[src/rtl/echo_capture.sv]
// echo_capture: trigger generator and echo pulse-width timer for one
// HC-SR04-class ultrasonic ranger; results held until the next DONE.
module echo_capture #(
  parameter int TRIG_CYCLES    = 1000,
  parameter int TIMEOUT_CYCLES = 3000000,
  parameter int HOLDOFF_CYCLES = 6000000,
  parameter int CNT_W          = 22
) (
  input  logic             CLK,
  input  logic             RESET,
  input  logic             START,
  input  logic             ECHO,
  output logic             TRIG,
  output logic             BUSY,
  output logic             DONE,
  output logic             TIMEOUT,
  output logic [CNT_W-1:0] WIDTH
);

  typedef enum logic [2:0] {
    S_IDLE,
    S_ARM,
    S_TRIG,
    S_WAIT_RISE,
    S_MEASURE,
    S_HOLDOFF
  } state_t;

  localparam logic [CNT_W-1:0] ONE    = CNT_W'(1);
  localparam logic [CNT_W-1:0] TRIG_N = CNT_W'(TRIG_CYCLES);
  localparam logic [CNT_W-1:0] TO_N   = CNT_W'(TIMEOUT_CYCLES);
  localparam logic [CNT_W-1:0] HOLD_N = CNT_W'(HOLDOFF_CYCLES);

  state_t           state;
  logic             echo_m;
  logic             echo_s;
  logic             echo_d;
  logic [CNT_W-1:0] seq_cnt;
  logic [CNT_W-1:0] to_cnt;
  logic [CNT_W-1:0] w_cnt;
  logic [CNT_W-1:0] to_nxt;
  logic             rise;
  logic             fall;
  logic             timing;
  logic             abort;

  always_ff @(posedge CLK) begin
    if (RESET) begin
      echo_m <= 1'b0;
      echo_s <= 1'b0;
      echo_d <= 1'b0;
    end else begin
      echo_m <= ECHO;
      echo_s <= echo_m;
      echo_d <= echo_s;
    end
  end

  assign rise   = echo_s & ~echo_d;
  assign fall   = ~echo_s & echo_d;
  assign to_nxt = to_cnt + ONE;

  // Timeout runs while arming or listening; a fall in the
  // expiring cycle still counts as a valid measurement.
  assign timing = (state == S_ARM && echo_s)
               || (state == S_WAIT_RISE)
               || (state == S_MEASURE && !fall);
  assign abort  = timing && (to_nxt == TO_N);

  always_ff @(posedge CLK) begin
    if (RESET) begin
      state   <= S_IDLE;
      TRIG    <= 1'b0;
      BUSY    <= 1'b0;
      DONE    <= 1'b0;
      TIMEOUT <= 1'b0;
      WIDTH   <= '0;
      seq_cnt <= '0;
      to_cnt  <= '0;
      w_cnt   <= '0;
    end else begin
      DONE <= 1'b0;
      if (abort) begin
        state   <= S_HOLDOFF;
        TIMEOUT <= 1'b1;
        WIDTH   <= '0;
        DONE    <= 1'b1;
        seq_cnt <= '0;
      end else begin
        if (timing) to_cnt <= to_nxt;
        unique case (state)
          S_IDLE: begin
            if (START) begin
              state  <= S_ARM;
              BUSY   <= 1'b1;
              to_cnt <= '0;
            end
          end
          S_ARM: begin
            if (!echo_s) begin
              state   <= S_TRIG;
              TRIG    <= 1'b1;
              seq_cnt <= ONE;
            end
          end
          S_TRIG: begin
            if (seq_cnt == TRIG_N) begin
              state  <= S_WAIT_RISE;
              TRIG   <= 1'b0;
              to_cnt <= '0;
            end else begin
              seq_cnt <= seq_cnt + ONE;
            end
          end
          S_WAIT_RISE: begin
            if (rise) begin
              state <= S_MEASURE;
              w_cnt <= ONE;
            end
          end
          S_MEASURE: begin
            if (fall) begin
              state   <= S_HOLDOFF;
              WIDTH   <= w_cnt;
              TIMEOUT <= 1'b0;
              DONE    <= 1'b1;
              seq_cnt <= '0;
            end else if (echo_s) begin
              w_cnt <= w_cnt + ONE;
            end
          end
          S_HOLDOFF: begin
            if (seq_cnt == HOLD_N) begin
              state <= S_IDLE;
              BUSY  <= 1'b0;
            end else begin
              seq_cnt <= seq_cnt + ONE;
            end
          end
          default: begin
            state <= S_IDLE;
            TRIG  <= 1'b0;
            BUSY  <= 1'b0;
          end
        endcase
      end
    end
  end

endmodule

[config.mk]
export PLATFORM = sky130hd
export DESIGN_NAME = echo_capture
export DESIGN_NICKNAME = d
export VERILOG_FILES = /design/src/rtl/echo_capture.sv
export SDC_FILE = /design/constraint.sdc
export NUM_CORES = 1
export LEC_CHECK = 0
export BUFFER_PORTS_ARGS = -buffer_cell sky130_fd_sc_hd__buf_4
export CAP_MARGIN = 40
export CORE_MARGIN = 2
export CORE_UTILIZATION = 45
export CTS_BUF_LIST = sky130_fd_sc_hd__clkbuf_2
export CTS_CLUSTER_DIAMETER = 60
export CTS_CLUSTER_SIZE = 8
export DETAILED_ROUTE_END_ITERATION = 7
export SYNTH_ARGS = -nofsm -noshare
export SYNTH_HDL_FRONTEND = slang
export SYNTH_SLANG_ARGS = --single-unit
[constraint.sdc]
create_clock -name CLK -period 2.84 [get_ports CLK]
set_input_delay 0.142 -clock CLK [delete_from_list [all_inputs] [get_ports CLK]]
set_output_delay 0.142 -clock CLK [all_outputs]
set_load 0.05 [all_outputs]
==> impl_summary.md, run 1 <==
Critical path
The required time reported for the critical path endpoint is 3380 ps. The startpoint identified for the worst register-to-register timing path is to_cnt[7]. Measured in cells, the most critical reg-to-reg path has a length of 7. The worst endpoint data arrival time is 3240 ps. The setup path with the least slack is of type flop to flop. The most critical setup path has its startpoint at to_cnt[7]. The kind of launch point of the worst setup path is a flop. The worst-case register-to-register setup slack is 140 ps.

The endpoint of the most critical register-to-register path is to_cnt[18]. The capturing element type of the critical path is a flop. The largest driver fanout on the critical path is 18.

STA
The final-report setup violation count is 0. The transition at the pin with the smallest max-transition slack is 686.1 ps. The total count of max-transition violations in the final report is 0. The sum of negative setup slack is 0 ps. The time the final worst path needs with I/O delays and setup is 2701 ps.

Across the routed clock network, the largest skew measured is 18.67 ps. The total count of hold-check failures in the final report is 0. Based on the critical path, the design can be clocked at up to 370.3 MHz. The headroom to the max-slew limit is 0.5426.

In the finished design, the share of the clock period the worst path needs comes to 0.9510.

Floorplan
The floorplan has 39 rows. The boundary pin count is 30. The floorplan step defined a die boundary enclosing 12650 um^2. The floorplan die height is 112.5 um. The die is 112.5 um wide. In this run the standard cell core region covers 11470 um^2. The initial cell density of the core is 0.4615.

Clock network
The clock root buffer is sky130_fd_sc_hd__clkbuf_2. Counting the buffers created by CTS gives 9. TritonCTS built the clock tree. The H-tree depth reported by CTS is 3.

The number of buffers on the longest clock path is 2. Clock tree synthesis found a total of 98 sinks. At the later pin of the worst-skew pair, clock insertion delay measures 600 ps. Clock-pin slew was measured on the worst setup and hold paths at 250 ps.

Place
At the end of routability-driven placement, the weighted congestion stood at 0.8543. Input and output buffers added on the ports amount to 29. The HPWL reported at the end of detailed placement is 9013 um.

Synth
The number of distinct library cell variants in the gate-level netlist after synthesis is 66. For this run, the number of Yosys warnings is 0. The cell area that synthesis handed to floorplanning was 5293 um^2. Counting every net in the synthesized netlist gives 650. Synthesis produced a netlist whose cell count is 641. Counting flops with an async set or reset pin after synthesis yields a share of 0. The register bit total from synthesis is 98. The predominant post-synthesis flop cell is sky130_fd_sc_hd__dfxtp_1. The number of enable flip-flop cells after synthesis is 0.

For this run, the register share of the synthesized area comes to 0.3707. Each instance of the synthesized netlist takes up on average 8.257 um^2.

Power and ir drop
The net switching power figure is 0.6579 mW. Of the total power, the share spent switching nets is 0.2807. The maximum VDD drop is 0.3307 mV. Of the total power, the clock network draws 0.289. The analysis attributes to cell leakage a power of 2.103 nW. In this run the power density over the cells is 390.0 nW/um^2. The sequential power share is 0.606.

The total power after layout is 2.343 mW. Cell internal power was estimated by the tool at 1.686 mW. The share of total power in combinational logic is 0.105.

Status
The flow ran to the end, and the final reports show no timing, DRC or antenna violations.

Final layout
The most frequent standard cell in the layout excluding fill and tap cells is sky130_fd_sc_hd__dfxtp_1. The post-layout net count is 689. The area added between synthesis and finish is 13.55%. The library cells used most frequently in the layout, excluding fill and tap cells, are sky130_fd_sc_hd__dfxtp_1, sky130_fd_sc_hd__buf_4, sky130_fd_sc_hd__nand2_1.

The number of antenna diodes in the final layout is 0. At the end of the flow the core is filled with cells to 0.5241. Of the cells placed in the final design, the portion with a size suffix greater than 1 is 0.1723.

Job
Across the run, the number of max-cap violations was 0.

Drt
The post-detailed-route via-to-cell ratio is 6.066. Across all layers, the routed design uses 5023 vias. In the final routed layout, each cell accounts on average for 16.30 um. The length of the first detailed-routing pass in iterations is 5. The number of nets with antenna violations after routing is 0. The initial detailed-routing violation count is 448. After detailed routing, the number of remaining DRC violations is 0. The final layout contains routed wiring with a total length of 13500 um.

GRT
The wire length of the first global-routing pass is 22690 um. For this run, the total global-route usage over all layers was measured as 0.2143. The overall overflow remaining after global route is 0. The number of global-route vias before repair is 4743. The initial antenna violation count came to 0.

Entering global routing, the biggest net connects 53 pins.

Worst hold path
The worst min-delay path class is primary input to flop. The startpoint identified for the worst hold timing path is START. The number of cells on the worst hold path is 5. The path with the worst hold slack has its endpoint at BUSY.
==> metrics by stage <==
step                      instances  cell area, um^2  setup slack (ps)  hold slack [ps]
after floorplan                 641             5293             4.295            270.2
after global placement          807             5801             129.5            360.9
after detailed placement        807             5801             52.80            364.2
after CTS                       826             5939             3.628            36.52
after global routing            828             6010            -19.87            63.36
final                           828             6010             139.3            103.6
==> final cells by class <==
type | instances | area [um^2]
Tap cell | 143 | 178.9
Inverter | 14 | 52.55
Clock inverter | 5 | 52.55
Timing Repair Buffer | 69 | 550.5
Sequential cell | 98 | 1966
Clock buffer | 11 | 55.05
Multi-Input combinational cell | 488 | 3154
Fill cell | 1135 | 5458
==> timing repair <==
action / CTS / global route
gates cloned: 0 / 1
hold buffers: 3 / 0
pin swaps: 0 / 2
hold endpoints to repair: 6 / 0
endpoints found under the setup margin: 1 / 89
resized for setup: 1 / 14
buffers inserted: 0 / 1
==> sequential cells by signal, indices dropped and copies added, names as in the netlist <==
name / count
WIDTH: 22
echo_d: 1
TIMEOUT: 1
w_cnt: 22
to_cnt: 22
TRIG: 1
echo_s: 1
DONE: 1
seq_cnt: 22
echo_m: 1
BUSY: 1
state: 3
==> logic make-up after synthesis <==
kind of cell,after synthesis,share of synthesized area
compound gates,156,0.2045
xor+xnor,24,0.03972
fa+ha+maj,5,0.01182
buf+inv,56,0.04681
flops,98,0.3707
mux,25,0.04752
simple gates,277,0.2790
==> critical path: stages, from the launching register on <==
cell and delay, ps:
sky130_fd_sc_hd__dfxtp_1 400, sky130_fd_sc_hd__nand3_1 200, sky130_fd_sc_hd__or3_4 510, sky130_fd_sc_hd__o31a_1 340
sky130_fd_sc_hd__o2111a_2 330, sky130_fd_sc_hd__a41o_4 300, sky130_fd_sc_hd__or4_1 420, sky130_fd_sc_hd__a21oi_1 160
==> synthesized netlist by cell type (6+ instances only) <==
library cell	instances	share of area
sky130_fd_sc_hd__nor4_1	16	0.019
sky130_fd_sc_hd__mux2i_1	24	0.045
sky130_fd_sc_hd__nor2_1	36	0.026
sky130_fd_sc_hd__nand3_1	23	0.022
sky130_fd_sc_hd__or3_1	18	0.021
sky130_fd_sc_hd__nand4_1	13	0.015
sky130_fd_sc_hd__inv_1	14	0.0099
sky130_fd_sc_hd__and3_1	10	0.012
sky130_fd_sc_hd__or2_2	8	0.0095
sky130_fd_sc_hd__nor2b_1	7	0.0083
sky130_fd_sc_hd__and4_1	6	0.0099
sky130_fd_sc_hd__nor3_1	46	0.043
sky130_fd_sc_hd__buf_2	9	0.0085
sky130_fd_sc_hd__o21ai_0	26	0.025
sky130_fd_sc_hd__a211oi_1	17	0.024
sky130_fd_sc_hd__nand3b_1	10	0.014
sky130_fd_sc_hd__dfxtp_1	98	0.37
sky130_fd_sc_hd__nand2_1	58	0.041
sky130_fd_sc_hd__a21oi_1	51	0.048
sky130_fd_sc_hd__xnor2_1	21	0.035
sky130_fd_sc_hd__clkbuf_1	28	0.020
sky130_fd_sc_hd__a32o_1	11	0.021
==> per-layer routing <==
layer | global-route usage | wire, um | up-vias
met2 | 0.3462 | 6327 | 130
met5 | 0 | 0 | -
met4 | 0.05528 | 165 | 0
met1 | 0.2919 | 6409 | 2412
li1 | - | - | 2465
met3 | 0.04698 | 594 | 16
==> power by group through the flow <==
| stage | combinational [mW] | sequential [mW] | clock (mW) |
|---|---|---|---|
| after floorplan | 0.165 | 1.45 | 0 |
| after global placement | 0.232 | 1.45 | 0 |
| after detailed placement | 0.236 | 1.45 | 0 |
| after CTS | 0.240 | 1.42 | 0.710 |
| after global routing | 0.273 | 1.43 | 0.759 |
| final | 0.246 | 1.42 | 0.677 |
==> worst max-delay path by stage <==
stage             endpoint  cells after the start
2_1_floorplan   to_cnt[12]                     11
3_3_place_gp    to_cnt[18]                      7
3_5_place_dp    to_cnt[18]                      7
6_report        to_cnt[18]                      7
4_1_cts         to_cnt[18]                      7
5_1_grt        seq_cnt[17]                     11
(Power assumes the default switching activity.)
==> inputs of run 2 (changes only) <==
- ABC_AREA: unset -> 1
==> run 2 against run 1 <==
Compared with the run above:
- synthesized area rose by 12%
- non-clock buffer count decreased by 17
- sequential power rose by 9.9%
- critical path type unchanged
- maximum frequency grew 4.2%
- clock skew increased by 7.0 ps
- sequential share of layout area down 2.7 points
- final area grew 8.8%
- register-to-register slack gained 110 ps
- combinational power grew to 4.2 times the previous value
- clock-buffer cell count fell by 2
- critical path depth rose by 8
==> impl_summary.md, run 2 <==
Status
The run finished with clean final reports.

Power and ir drop
The power per unit of standard cell area is 503.9 nW/um^2. IR analysis of the VDD net gives a maximum drop of 0.1991 mV. The switching fraction of total power is 0.3952. The reported leakage power is 2.403 nW. Of the total power, the clock network draws 0.213. Of the total power, combinational logic draws 0.313. The net switching power figure is 1.303 mW. Internal power comes to 1.993 mW.

The sequential power share is 0.474.

Floorplan
The initial cell density of the core is 0.4660. The standard cell core area is 12720 um^2. The floorplan step defined a die boundary enclosing 14110 um^2. The initialized floorplan defines 41 standard-cell rows.

The x dimension of the die is 118.8 um. Pin placement for this block handled 30 I/O pins. The floorplan die height is 118.8 um.

Final layout
The post-layout net count is 1004. The layout filler cell count is 1409. The number of antenna diodes is 0. The ratio of cells with drive above 1 in the final layout is 0.08509. The library cell used most frequently in the layout, excluding fill and tap cells, is sky130_fd_sc_hd__nand2_1. In the layout the commonest cells are sky130_fd_sc_hd__nand2_1, sky130_fd_sc_hd__nor2_1, sky130_fd_sc_hd__inv_1.

The area added between synthesis and finish is 10.34%.

Drt
Across all layers, the routed design uses 6006 vias. For this run, design rule violations remaining after detail routing come to 0. Once detail routing completed, the nets flagged for antenna violations numbered 0. Using the TritonRoute via totals, the vias-per-cell ratio works out to 5.129. The length of the first detailed-routing pass in iterations is 5.

The first routing iteration left 498 violations. The total length of routed wires is 15510 um. The average wire per standard cell is 13.25 um.

GRT
For this run, the total global-route usage over all layers was measured as 0.2285. The first global-routing pass estimated 26650 um of wire. The overall overflow remaining after global route is 0. Entering global routing, the biggest net connects 37 pins.

The initial antenna violation count was 0. The number of global-route vias before repair came to 5554.

Synth
The share of synthesized area in the top cell type comes to 0.3309. The predominant post-synthesis flop cell is sky130_fd_sc_hd__dfxtp_1. After synthesis, the netlist uses 38 different library cells.

By count the netlist is led by sky130_fd_sc_hd__nand2_1, sky130_fd_sc_hd__nor2_1, sky130_fd_sc_hd__inv_1, sky130_fd_sc_hd__dfxtp_1, sky130_fd_sc_hd__nand3_1. In the synthesized netlist, the number of instances is 962. When the netlist entered floorplanning its net count stood at 971. The synthesized cell area is 5928 um^2. Of all flip-flops after synthesis, the portion carrying an async set or reset was 0. Yosys attributes the largest share of cell area to sky130_fd_sc_hd__dfxtp_1, sky130_fd_sc_hd__nand2_1, sky130_fd_sc_hd__nor2_1, sky130_fd_sc_hd__nand3_1, sky130_fd_sc_hd__inv_1.

The register bit total from synthesis is 98. The yosys synthesis warning count is 0. The fraction of the yosys area taken by sequential cells is 0.3309.

sky130_fd_sc_hd__nand2_1 is the most common cell in the netlist. Counting flops with a built-in enable in the synthesized netlist gives 0. Summed over all instances, the cell type with the most area after synthesis is sky130_fd_sc_hd__dfxtp_1. A synthesized cell averages 6.162 um^2.

Clock network
The H-tree generated during clock tree synthesis spans 3 levels. CTS saw 98 sinks. Clock latency on the worst-skew pair, taken at its later pin, is 610 ps. The clock root buffer is sky130_fd_sc_hd__clkbuf_2. The CTS tree is done. The number of CTS-inserted buffers is 9.

The clock passes through at most 2 buffers. The clock-pin slew on the worst setup and hold paths is 250 ps.

STA
The sum of negative setup slack is 0 ps. The slack of the critical path is 247.0 ps. The total count of hold-check failures in the final report is 0. The time the final worst path needs with I/O delays and setup is 2593 ps.

Setup repair after global routing left no endpoint under its margin. The headroom to the max-slew limit is 0.6562. Dividing the final minimum period by the clock period gives 0.9130. The total count of max-transition violations in the final report was 0. For this run, the top clock speed supported by timing is 385.7 MHz.

The setup skew after layout is 25.65 ps. At the pin with the least slew margin, the transition time is 513.9 ps. Setup violations remaining at the end of the flow were counted as 0.

Critical path
The sum of buffers and inverters on the critical path is 2. Along the worst path, the maximum fanout reaches 20. STA classifies the critical path startpoint as a flop. For the worst setup path, the data required time is 3360 ps. Data arrives at the worst endpoint at 3110 ps. The delay of the slowest cell on the worst path is 490 ps.

The capturing element type of the critical path is a flop. The cell type group with the largest total delay on the critical path is simple AND/OR/NAND/NOR gates. The type of the worst setup path is flop to flop.

The critical-path cell with the highest stage delay is sky130_fd_sc_hd__dfxtp_1. The worst-case register-to-register setup slack is 250 ps. The signal on the critical path passes through ha_1, nand2_2, nor2_4, nand2_2, nand2_1, nand2_1, inv_1, nand2_1, nor2_1, nand3_1, nor2_2, nand3_4, nand2_2, buf_12, nor3b_1.

Place
The global placer's final weighted congestion is 0.9502. The HPWL reported at the end of detailed placement is 11610 um. The number of input and output port buffers inserted is 29. OpenSTA, run right after detailed placement, puts the worst setup slack at 291.7 ps.

Job
Max-cap violations in this run came to 0.

Worst hold path
The worst min-delay path class is flop to flop.
-- run 2: cell count changes after synthesis, sizes merged, moves of 13 or more --
cell	before	now
clkbuf	28	15
nand3	23	89
nor2	37	194
xor2	3	19
mux2i	24	0
nand2	58	240
xnor2	21	5
or3	18	0
inv	14	103
-- run 2: logic make-up (layout without fill, tap and decap cells) --
group,after synthesis,after routing,share of synthesized area
compound gates,98,98,0.08949
fa+ha+maj,5,5,0.01055
simple gates,602,602,0.4415
xor+xnor,24,24,0.03546
buf+inv,135,172,0.09202
flops,98,98,0.3309
-- run 2: worst min-delay path: stages (launching register included) --
cell                      delay, ps
sky130_fd_sc_hd__dfxtp_1        360
sky130_fd_sc_hd__inv_1           40
sky130_fd_sc_hd__nor2_1          30
-- run 2: power groups by stage --
stage          clock [mW]  sequential [mW]  combinational (mW)
2_1_floorplan           0             1.61               0.723
3_3_place_gp            0             1.59                1.03
3_5_place_dp            0             1.59                1.02
4_1_cts             0.737             1.56                1.03
5_1_grt             0.791             1.58                1.17
6_report            0.702             1.56                1.03
-- run 2: through the flow --
step           cell area (um^2)  instances  hold WS, ps  utilization  power, mW
6_report                   6541       1171        425.7       0.5142      3.296
5_1_grt                    6541       1171        447.3       0.5142      3.545
4_1_cts                    6536       1171        428.5       0.5138      3.335
3_5_place_dp               6376       1151        359.3       0.5012      2.610
3_3_place_gp               6376       1151        354.5       0.5012      2.614
2_1_floorplan              5928        962        249.0            -      2.331
-- run 2: path summary, 6_finish.rpt --
check | startpoint | end | depth (start not counted)
worst max-delay path | to_cnt[0] | seq_cnt[1] | 15
worst min-delay path | echo_m | echo_s | 2
worst max register to register | to_cnt[0] | seq_cnt[1] | 15
worst min register to register | echo_m | echo_s | 2
-- run 2: final cells by class --
type	count	area, um^2	share of cell area
Clock buffer	9	45.04	0.006886
Clock inverter	6	65.06	0.009946
Inverter	105	394.1	0.06025
Multi-Input combinational cell	729	3432	0.5247
Sequential cell	98	1962	0.2999
Tap cell	172	215.2	0.03290
Timing Repair Buffer	52	427.9	0.06542
-- run 2: what timing repair did --
item / 4_1_cts / 5_1_grt
endpoints found under the hold margin: 28 / 0
buffers inserted: 0 / 0
hold buffers: 5 / 0
gates resized for setup: 0 / 1
endpoints found under the setup margin: 0 / 4
-- run 2: routing by layer --
metal | vias up | GRT usage | wire (um)
li1 | 3159 | - | -
met1 | 2689 | 0.3170 | 7706
met2 | 132 | 0.3603 | 6877
met3 | 26 | 0.02751 | 548
met4 | 0 | 0.09077 | 378
met5 | - | 0 | 0
==> inputs of run 3 (changes only) <==
- clock period: 2.84 -> 2.37 ns (I/O delays scaled with it)
==> run 3 against run 2 <==
Compared with the run above:
- worst setup slack worse by 160 ps
- worst hold slack better by 14 ps
- register-to-register slack got worse by 160 ps
- non-clock buffer count up 27
- cell count is 2.4% higher
- combinational power is 36% higher
- sequential cell count stayed put
- first-iteration DRC count is 12% higher
- die area stayed put
- global-route usage rose by 1.0 points
- critical path type unchanged
- largest power group unchanged
- highest routed layer unchanged
==> impl_summary.md, run 3 (synthesis gave the netlist of run 2 again) <==
Critical path
The cell type group with the largest total delay on the critical path is simple AND/OR/NAND/NOR gates. For this design, the slowest cell found on the critical path is sky130_fd_sc_hd__dfxtp_2. In this run the register-to-register setup slack is 90 ps.

The cell seen most often among critical-path stages is sky130_fd_sc_hd__nand2_2. The endpoint of the most critical register-to-register path is w_cnt[13]. Data arrives at the worst endpoint at 2830 ps. The number of gates on the worst path with buffers counted is 15. The worst register-to-register path begins at to_cnt[1]. In this run the worst setup path terminates at w_cnt[13]. The required time reported for the critical path endpoint is 2920 ps. The signal on the critical path passes through buf_6, nand2_2, nor2_4, buf_6, nand2_4, o21ai_4, nand2_2, nor2_2, nand3_1, nor2_2, nand3_4, nand2_8, clkbuf_16, nand2_2, a21oi_2.

The launch point of the worst path is to_cnt[1]. The worst setup path is of the flop to flop kind. The capturing element type of the critical path is a flop. The kind of launch point of the worst setup path is a flop. For this run, the slowest stage of the critical path takes 420 ps. The number of buffers and inverters on the critical path is 3. The largest driver fanout on the critical path is 6. Counting cells, the worst reg-to-reg path comes to 15.

Power and ir drop
The power per unit of standard cell area is 600.9 nW/um^2. VDD sags by at most 0.4816 mV. For this design the static power due to leakage is 2.598 nW.

Place
Once detailed placement completed, the half-perimeter wirelength came to 12040 um. Once placement finished, the instance area stood at 6541 um^2. After detailed placement, the design holds a cell count of 1168.

At the end of routability-driven placement, the weighted congestion stood at 0.9295. Buffers placed on the I/O ports in this run total 29.

Floorplan
The area of the die is 14110 um^2. The floorplan step defined a core boundary enclosing 12720 um^2. The x dimension of the die is 118.8 um. The initial utilization of the core area, before any placement, comes to 0.4660. In this run the count of I/O pins placed on the die edge is 30. The floorplan step set the die height to 118.8 um.

After floorplanning, the core was divided into 41 placement rows.

GRT
The total routing resource utilization after global routing is 0.2389. For met3 alone, demand over resource in global routing was 0.05212. The global routing stage identified its most utilized layer as met2. The initial antenna violation count is 1.

The met1 demand-to-capacity share in global routing is 0.3204. The maximum number of pins on one net before global-route repair is 39. The overall overflow remaining after global route is 0. The number of global-route vias before repair came to 5646.

For this run, global-route usage on met2 was measured as 0.3804. The first global-routing pass estimated 27540 um of wire.

Clock network
The H-tree depth reported by CTS is 3. Counting every sink on the clock net gives 98. The clock-pin slew on the worst setup and hold paths is 260 ps.

The later-pin clock latency in the skew report is 610 ps. The number of CTS-inserted buffers is 9. The number of buffers on the longest clock path is 2. TritonCTS built the clock tree. The clock root buffer is sky130_fd_sc_hd__clkbuf_2.

Final layout
The summed area of non-filler cells in the final layout is 7015 um^2. Leaving out fill and tap cells, the most frequent cell in the layout is sky130_fd_sc_hd__nand2_1. From synthesis to final layout, the design area changed by 18.34%. The count of cells in the finished layout, fillers not included, comes to 1199. In the layout the commonest cells are sky130_fd_sc_hd__nand2_1, sky130_fd_sc_hd__nor2_1, sky130_fd_sc_hd__inv_1. For this run, the post-layout net count is 1031. The ratio of cells with drive above 1 in the final layout is 0.1569.

Drt
Summing over every cut layer, the via total after detailed routing is 6216. The total length of routed wires is 16480 um. The count of nets left with antenna violations once routing finished came out at 0. In the final routed layout, each cell accounts on average for 13.75 um. The first detailed-routing pass took 6 iterations.

The residual DRC count is 0. The initial detailed-routing violation count is 560. Using the TritonRoute via totals, the vias-per-cell ratio works out to 5.184.

STA
The total count of hold-check failures in the final report is 0. Across the routed clock network, the largest skew measured is 17.02 ps. The transition at the pin with the smallest max-transition slack is 574.1 ps. The headroom to the max-slew limit is 0.6159. Dividing the final minimum period by the clock period gives 0.9619.

The time the final worst path needs with I/O delays and setup is 2280 ps. The final-report setup violation count is 0. Setup repair after global routing could not meet its margin everywhere. Derived from the worst setup path, the maximum achievable clock frequency is 438.7 MHz. The total count of max-transition violations in the final report is 0.

Worst hold path
The startpoint identified for the worst hold timing path is echo_m. The path class of the tightest hold or removal check is flop to flop.

Status
The flow ran to the end, and the final reports show no timing, DRC or antenna violations.

Job
Max-cap violations in this run came to 0.
## run 3: cell types whose count changed in the layout (fill, tap and decap cells not counted), moves of 4 or more
cell,before,now
sky130_fd_sc_hd__a21oi_1,63,58
sky130_fd_sc_hd__a21oi_2,0,5
sky130_fd_sc_hd__buf_4,45,61
sky130_fd_sc_hd__buf_6,0,7
sky130_fd_sc_hd__dfxtp_1,98,83
sky130_fd_sc_hd__dfxtp_2,0,11
sky130_fd_sc_hd__dfxtp_4,0,4
sky130_fd_sc_hd__nand2_1,234,223
sky130_fd_sc_hd__nand2_2,4,14
sky130_fd_sc_hd__nor2_1,186,175
sky130_fd_sc_hd__nor2_2,4,14
## run 3: where the power goes
group          internal [mW]  total [mW]  switching (mW)
sequential              1.77        1.88           0.113
combinational          0.491        1.40           0.914
clock                  0.348       0.933           0.585
total                   2.60        4.22            1.61
## run 3: routing by layer
layer / up-vias / wire, um
met2: 164 / 7533
met1: 2806 / 7640
met5: - / 0
met3: 31 / 933
met4: 0 / 376
li1: 3215 / -
## run 3: per-stage QoR
step	hold slack, ps	TNS (ps)	util	setup WS (ps)	power [mW]
final	439.4	0	0.5514	90.34	4.216
after global placement	325.5	0	0.5142	136.4	3.234
after detailed placement	327.4	0	0.5142	138.7	3.223
after global routing	416.0	-961.1	0.5514	-61.30	4.496
after floorplan	225.5	0	-	269.0	2.793
after CTS	394.2	0	0.5282	94.61	4.188
## run 3: worst min-delay path by stage
stage	endpoint	cells past startpoint
floorplan	echo_m	2
global placement	echo_m	3
detailed placement	echo_m	3
CTS	w_cnt[4]	3
global route	w_cnt[6]	3
finish	echo_s	2
## run 3: final cells by class
class	count	area, um^2
fillers	1324	5707
multi-input cells	729	3572
flip-flops and latches	98	1991
repair buffers	79	711.9
inverters	105	394.1
well taps	172	215.2
clock inverters	5	78.83
clock buffers	10	50.05
diodes	1	2.502
## run 3: timing repair
item                                   CTS  global route
endpoints found under the hold margin   50             0
setup buffers                            0             9
setup endpoints to repair                0            79
hold buffers                             5             0
gates resized for setup                  0            69
## run 3: worst reg2reg max path, cell delays in order (launching register included)
cell and delay (ps):
sky130_fd_sc_hd__dfxtp_2 420, sky130_fd_sc_hd__buf_6 120, sky130_fd_sc_hd__nand2_2 70, sky130_fd_sc_hd__nor2_4 120, sky130_fd_sc_hd__buf_6 140, sky130_fd_sc_hd__nand2_4 70
sky130_fd_sc_hd__o21ai_4 170, sky130_fd_sc_hd__nand2_2 90, sky130_fd_sc_hd__nor2_2 140, sky130_fd_sc_hd__nand3_1 100, sky130_fd_sc_hd__nor2_2 150, sky130_fd_sc_hd__nand3_4 150
sky130_fd_sc_hd__nand2_8 150, sky130_fd_sc_hd__clkbuf_16 160, sky130_fd_sc_hd__nand2_2 50, sky130_fd_sc_hd__a21oi_2 120
